[src/rtl/fft_pkg.sv]
// Shared constants and types for the FFT peak detector.
// Default frame size, sample width and derived bin/power widths.
// FSM state encoding used by the frame accumulator.
package fft_pkg;
  localparam int N_DEF  = 256;
  localparam int DW_DEF = 16;
  localparam int BIN_W  = $clog2(N_DEF);
  localparam int PWR_W  = 2 * DW_DEF;

  typedef enum logic {
    IDLE = 1'b0,
    ACC  = 1'b1
  } state_t;
endpackage

[src/rtl/fft_pwr.sv]
// Squared magnitude re^2 + im^2 of a signed complex sample, unsigned 2*DW result.
// Latency: 2 cycles (squares register, then sum register); valid follows the data.
// No backpressure: accepts one sample per cycle whenever valid_in is high.
module fft_pwr
  import fft_pkg::*;
#(
  parameter int DW = DW_DEF
) (
  input  logic              clk,
  input  logic              rst,
  input  logic              valid_in,
  input  logic [DW-1:0]     d_re,
  input  logic [DW-1:0]     d_im,
  output logic              valid_out,
  output logic [2*DW-1:0]   pwr
);

  // Sign-extend to the product width so the multiply is full precision.
  logic signed [2*DW-1:0] re_x;
  logic signed [2*DW-1:0] im_x;
  logic signed [2*DW-1:0] re_sq_c;
  logic signed [2*DW-1:0] im_sq_c;
  logic        [2*DW-1:0] re_sq;
  logic        [2*DW-1:0] im_sq;
  logic                   vld1;

  assign re_x    = {{DW{d_re[DW-1]}}, d_re};
  assign im_x    = {{DW{d_im[DW-1]}}, d_im};
  assign re_sq_c = re_x * re_x;
  assign im_sq_c = im_x * im_x;

  // Stage 1: register the two squares (each at most 2^(2DW-2), always non-negative).
  always_ff @(posedge clk or posedge rst) begin
    if (rst) begin
      re_sq <= '0;
      im_sq <= '0;
      vld1  <= 1'b0;
    end else begin
      re_sq <= re_sq_c;
      im_sq <= im_sq_c;
      vld1  <= valid_in;
    end
  end

  // Stage 2: register the sum; worst case 2^(2DW-1) still fits unsigned 2*DW bits.
  always_ff @(posedge clk or posedge rst) begin
    if (rst) begin
      pwr       <= '0;
      valid_out <= 1'b0;
    end else begin
      pwr       <= re_sq + im_sq;
      valid_out <= vld1;
    end
  end

endmodule

[src/rtl/fft_peak_detect.sv]
// Finds the maximum-power bin of each N-bin FFT frame (lowest bin wins ties).
// Latency: done pulses 3 edges after the edge that samples bin N-1.
// No backpressure: valid_in low is a stall; an early sop_in aborts and restarts.
module fft_peak_detect
  import fft_pkg::*;
#(
  parameter int N  = N_DEF,
  parameter int DW = DW_DEF
) (
  input  logic                 clk,
  input  logic                 rst,
  input  logic                 valid_in,
  input  logic                 sop_in,
  input  logic [DW-1:0]        d_re,
  input  logic [DW-1:0]        d_im,
  output logic                 done,
  output logic [$clog2(N)-1:0] peak_bin,
  output logic [2*DW-1:0]      peak_pwr,
  output logic                 frame_err,
  output logic                 busy
);

  localparam int BW = $clog2(N);
  localparam logic [BW-1:0] LAST_BIN = BW'(N - 1);

  state_t          state, state_nx;
  logic [BW-1:0]   cnt, cnt_nx;
  logic            take, abort, bin_last;
  logic [BW-1:0]   bin_idx;

  // Tags travelling alongside the power pipeline.
  logic            t1_first, t1_last, t2_first, t2_last;
  logic [BW-1:0]   t1_bin, t2_bin;
  logic            p_vld;
  logic [2*DW-1:0] p;

  logic [2*DW-1:0] max_pwr;
  logic [BW-1:0]   max_bin;
  logic            fin;

  // State register and next-expected-bin counter.
  always_ff @(posedge clk or posedge rst) begin
    if (rst) begin
      state <= IDLE;
      cnt   <= '0;
    end else begin
      state <= state_nx;
      cnt   <= cnt_nx;
    end
  end

  // Next-state logic: accept sop in IDLE, count bins in ACC, restart on early sop.
  always_comb begin
    state_nx = state;
    cnt_nx   = cnt;
    take     = 1'b0;
    abort    = 1'b0;
    bin_last = 1'b0;
    bin_idx  = cnt;
    case (state)
      IDLE: begin
        if (valid_in && sop_in) begin
          take     = 1'b1;
          bin_idx  = '0;
          state_nx = ACC;
          cnt_nx   = BW'(1);
        end
      end
      ACC: begin
        if (valid_in) begin
          take = 1'b1;
          if (sop_in) begin
            abort   = 1'b1;
            bin_idx = '0;
            cnt_nx  = BW'(1);
          end else if (cnt == LAST_BIN) begin
            bin_last = 1'b1;
            state_nx = IDLE;
            cnt_nx   = '0;
          end else begin
            cnt_nx = cnt + BW'(1);
          end
        end
      end
      default: state_nx = IDLE;
    endcase
  end

  assign busy = (state == ACC);

  fft_pwr #(.DW(DW)) u_pwr (
    .clk       (clk),
    .rst       (rst),
    .valid_in  (take),
    .d_re      (d_re),
    .d_im      (d_im),
    .valid_out (p_vld),
    .pwr       (p)
  );

  // Delay the bin tags by the same two stages as the power pipeline.
  always_ff @(posedge clk or posedge rst) begin
    if (rst) begin
      t1_first <= 1'b0;
      t1_last  <= 1'b0;
      t1_bin   <= '0;
      t2_first <= 1'b0;
      t2_last  <= 1'b0;
      t2_bin   <= '0;
    end else begin
      t1_first <= take && sop_in;
      t1_last  <= bin_last;
      t1_bin   <= bin_idx;
      t2_first <= t1_first;
      t2_last  <= t1_last;
      t2_bin   <= t1_bin;
    end
  end

  // Running maximum: bin 0 always loads, later bins only on strictly greater power.
  always_ff @(posedge clk or posedge rst) begin
    if (rst) begin
      max_pwr <= '0;
      max_bin <= '0;
      fin     <= 1'b0;
    end else begin
      if (p_vld && (t2_first || (p > max_pwr))) begin
        max_pwr <= p;
        max_bin <= t2_bin;
      end
      fin <= p_vld && t2_last;
    end
  end

  // Publish the finished frame's peak with done; abort pulses frame_err.
  always_ff @(posedge clk or posedge rst) begin
    if (rst) begin
      done      <= 1'b0;
      peak_bin  <= '0;
      peak_pwr  <= '0;
      frame_err <= 1'b0;
    end else begin
      done      <= fin;
      frame_err <= abort;
      if (fin) begin
        peak_bin <= max_bin;
        peak_pwr <= max_pwr;
      end
    end
  end

endmodule

[config.mk]
export PLATFORM = sky130hd
export DESIGN_NAME = fft_peak_detect
export DESIGN_NICKNAME = d
export VERILOG_FILES = /design/src/rtl/fft_pkg.sv /design/src/rtl/fft_pwr.sv /design/src/rtl/fft_peak_detect.sv
export SDC_FILE = /design/constraint.sdc
export NUM_CORES = 2
export LEC_CHECK = 0
export CORE_MARGIN = 1
export CORE_UTILIZATION = 40
export DETAILED_ROUTE_END_ITERATION = 16
export RECOVER_POWER = 25
export SYNTH_ARGS = -nofsm -noshare
export SYNTH_HDL_FRONTEND = slang
export SYNTH_HIERARCHICAL = 1
export SYNTH_SLANG_ARGS = --single-unit
[constraint.sdc]
create_clock -name clk -period 4.9 [get_ports clk]
set_input_delay 0.735 -clock clk [delete_from_list [all_inputs] [get_ports clk]]
set_output_delay 0.735 -clock clk [all_outputs]
set_load 0.02 [all_outputs]
==> flow_metrics.env <==
export IMPL_synth_warnings=6
export IMPL_layout_cells_non_filler=4359
export IMPL_viasPerCell=4.964
export IMPL_ctsLongestPathBuffers=3
export IMPL_fin_hold_ws_ns=0.3458
export IMPL_rsz0062_at_grt="yes"
export IMPL_ys_flop_type="dfrtp_1"
export IMPL_cts_root_buffer="clkbuf_16"
export IMPL_nFillCells=6041
export IMPL_dpl_cell_count=4198
export IMPL_ys_seq_elements=208
export IMPL_initial_core_util_pct=40.48
export IMPL_fin_skew_ns=0.03339
export IMPL_routed_wl_mm=66.90
export IMPL_hpwl_mm=53.91
export IMPL_antenna_found_initial=2
export IMPL_drv_cap=3
export IMPL_track_usage_pct=19.66
export IMPL_setup_viol_count_final=40
export IMPL_startpoint_type="primary input"
export IMPL_fin_crit_ns=5.695
export IMPL_core_mm2=0.06871
export IMPL_die_w_um=265.7
export IMPL_slew_viol_final=166
export IMPL_worstMarginPinSlew_ns=3.081
export IMPL_cp_max_fo=4
export IMPL_die_h_um=265.7
export IMPL_path_common_cell="fa_1"
export IMPL_diodes=0
export IMPL_drt_first_pass_iters=5
export IMPL_fmax_ghz=0.1756
export IMPL_cts_tree="yes"
export IMPL_clock_latency_ns=0.53
export IMPL_crit_required_ns=5.32
export IMPL_io_buffers=78
export IMPL_grt_max_degree=72
export IMPL_multi_input_area_mm2=0.02120
export IMPL_status="complete, but fails checks"
export IMPL_nets=4158
export IMPL_slowest_stage="fa_1"
export IMPL_syn_num_nets=3625
export IMPL_cts_buffers=24
export IMPL_place_congestion=0.9036
export IMPL_clk_pin_slew_ns=0.06
export IMPL_ys_seq_area_share_pct=18.72
export IMPL_clock_sinks=208
export IMPL_end_kind="register"
export IMPL_synth_distinct_cells=84
export IMPL_violations="max-capacitance violations, max-slew violations, negative setup slack"
export IMPL_vias=21640
export IMPL_fin_crit_sh_pct=116.2
export IMPL_crit_chain="buf_8 > buf_6 > buf_12 > and2_4 > fa_1 > inv_2 > fa_2 > fa_2 > fa_1 > inv_2 > fa_1 > fa_1 > ha_4 > buf_6 > and4_1 > buf_4 > nand4_1 > buf_4 > o221ai_4 > a21oi_2 > o21ai_2 > a21oi_1 > o21bai_1 > xor2_1"
export IMPL_slew_headroom_pct=-106.6
export IMPL_critical_path_class="in -> reg"
export IMPL_avgSynthCellArea_um2=9.663
export IMPL_synth_area_mm2=0.02781
export IMPL_drt_iter0_drc=1118
export IMPL_netlist_instances=2878
export IMPL_io_pins=79
export IMPL_worstPathArrival_ns=6.12
export IMPL_async_reset_ff_share_pct=100.0
export IMPL_drive_gt1_share_pct=30.16
export IMPL_critPathMaxStageDelay_ns=0.55
export IMPL_synth_edf_count=0
export IMPL_min_path_type="reg -> reg"
export IMPL_grt_pass1_vias=23810
export IMPL_rows=96
export IMPL_wl_per_cell_um=15.35
export IMPL_utilization_pct=53.08
export IMPL_ant_nets=0
export IMPL_hold_viol_final=0
export IMPL_setup_ws_ns=-0.7946
export IMPL_syn_to_final_growth_pct=31.14
export IMPL_remaining_drc_errors=0
export IMPL_die_area_mm2=0.07058
export IMPL_grt_ovfl_total=0
export IMPL_grt_pass1_wl_mm=114.0
export IMPL_final_seq_area_mm2=0.005205
export IMPL_h_tree_depth=1
synthesized netlist by cell type, drive strengths merged, types with 3 or more instances:
master	count	area [µm²]
a31oi	43	275.3
or2	9	56.30
nand2b	15	93.84
nor3	22	110.1
nor2b	17	106.4
a31o	11	96.34
nand4	18	112.6
mux2i	6	60.06
xnor2	86	753.2
a211oi	9	67.56
and2	87	544.3
inv	697	2616
a21boi	3	33.78
o31ai	3	27.52
dfrtp	208	5205
a21oi	69	352.8
a32oi	40	350.3
xor2	23	201.4
o21bai	9	67.56
and3	58	364.1
a2bb2oi	9	78.83
nand3	97	485.5
o311ai	4	50.05
a2111oi	5	75.08
clkbuf	77	289.0
buf	17	125.1
a221o	4	40.04
nor4	4	25.02
nand2	199	747.0
a221oi	3	32.53
nor2	139	524.3
mux2	40	450.4
o21ai	46	245.2
fa	468	9369
a21o	29	219.0
ha	243	3040
o21a	15	112.6
or3	7	45.05
logic make-up after synthesis:
kind of cell | Yosys count | share of synthesized area [%]
DFF | 208 | 18.72
AOI/OAI and AO/OA | 333 | 8.702
adders and majority gates | 711 | 44.62
muxes | 46 | 1.836
xor gates and xnor gates | 109 | 3.433
buffers and inverters | 791 | 10.90
and+or+nand+nor | 680 | 11.79
layer usage:
layer	share of wire (%)	up-vias	track usage, %
li1	-	10110	-
met1	41	11010	24.44
met2	54	429	37.15
met3	3.2	89	1.472
met4	1.8	2	3.852
met5	0.016	-	0
sequential cells by signal, indices dropped and copies added (netlist names):
register,flops
max_pwr,32
peak_pwr,32
u_pwr/pwr,32
u_pwr/im_sq,31
u_pwr/re_sq,31
cnt,8
max_bin,8
peak_bin,8
t1_bin,8
t2_bin,8
busy,1
done,1
fin,1
frame_err,1
t1_first,1
t1_last,1
t2_first,1
t2_last,1
u_pwr/valid_out,1
u_pwr/vld1,1
stage by stage:
step	setup TNS, ns	instance area, µm²	worst slack (ns)
6_report	-22.28	36470	-0.7946
5_1_grt	-29.34	36470	-0.9499
4_1_cts	-21.41	35780	-0.8638
3_5_place_dp	-67.54	33140	-1.882
3_3_place_gp	-65.60	33140	-1.800
2_1_floorplan	-24.76	28680	-0.9768
cell type report:
class,instances,share of cell area (%)
multi-input cells,1879,58.14
inverters,697,7.243
clock buffers,35,1.952
well taps,931,3.194
clock inverters,8,0.2882
flip-flops and latches,208,14.27
repair buffers,601,14.91
critical path, delay by kind of cell:
kind                       cells  cell delay [ns]
and+or+nand+nor                3             0.51
AOI/OAI and AO/OA              5             0.60
buffers and inverters          8             0.83
xor gates and xnor gates       1             0.15
adders and majority gates      7             3.28
placed cells by master (no fill, tap or decap), types with 18 or more instances in the layout:
cell type,Yosys,routed
a21o_1,28,27
a21oi_1,67,44
a21oi_2,2,18
a31oi_1,42,35
a32oi_1,40,40
and2_1,87,51
and2_4,0,32
and3_1,57,52
buf_12,0,20
buf_4,1,413
buf_6,7,92
clkbuf_16,0,24
clkdlybuf4s50_1,0,43
dfrtp_1,208,208
fa_1,468,419
fa_2,0,49
ha_1,243,201
ha_4,0,31
inv_1,697,615
inv_2,0,73
mux2_2,40,40
nand2_1,199,151
nand2_2,0,33
nand3_1,97,95
nand4_1,18,18
nor2_1,138,121
nor3_1,22,20
o21ai_0,40,29
xnor2_1,86,70
xor2_1,23,19
what timing repair did:
item	in CTS	in global routing
gates resized for setup	480	137
hold buffers	0	0
pin swaps	205	154
gates cloned	11	0
setup endpoints to repair	46	43
setup buffers	83	33
worst paths after layout:
kind | from | to | slack (ns) | cells after the start
min in group asynchronous | rst | max_pwr[21] | 1.32 | 2
setup reg to reg | u_pwr/pwr[25] | max_pwr[0] | 1.40 | 8
hold / removal | u_pwr/vld1 | u_pwr/valid_out | 0.35 | 0
hold reg to reg | u_pwr/vld1 | u_pwr/valid_out | 0.35 | 0
setup / recovery | d_im[9] | u_pwr/im_sq[20] | -0.79 | 24
max in group asynchronous | rst | u_pwr/im_sq[27] | 1.88 | 2
Power is left out: the tool's default activity adds up to more than one toggle a clock period on the data nets, which glitch-free logic cannot reach.
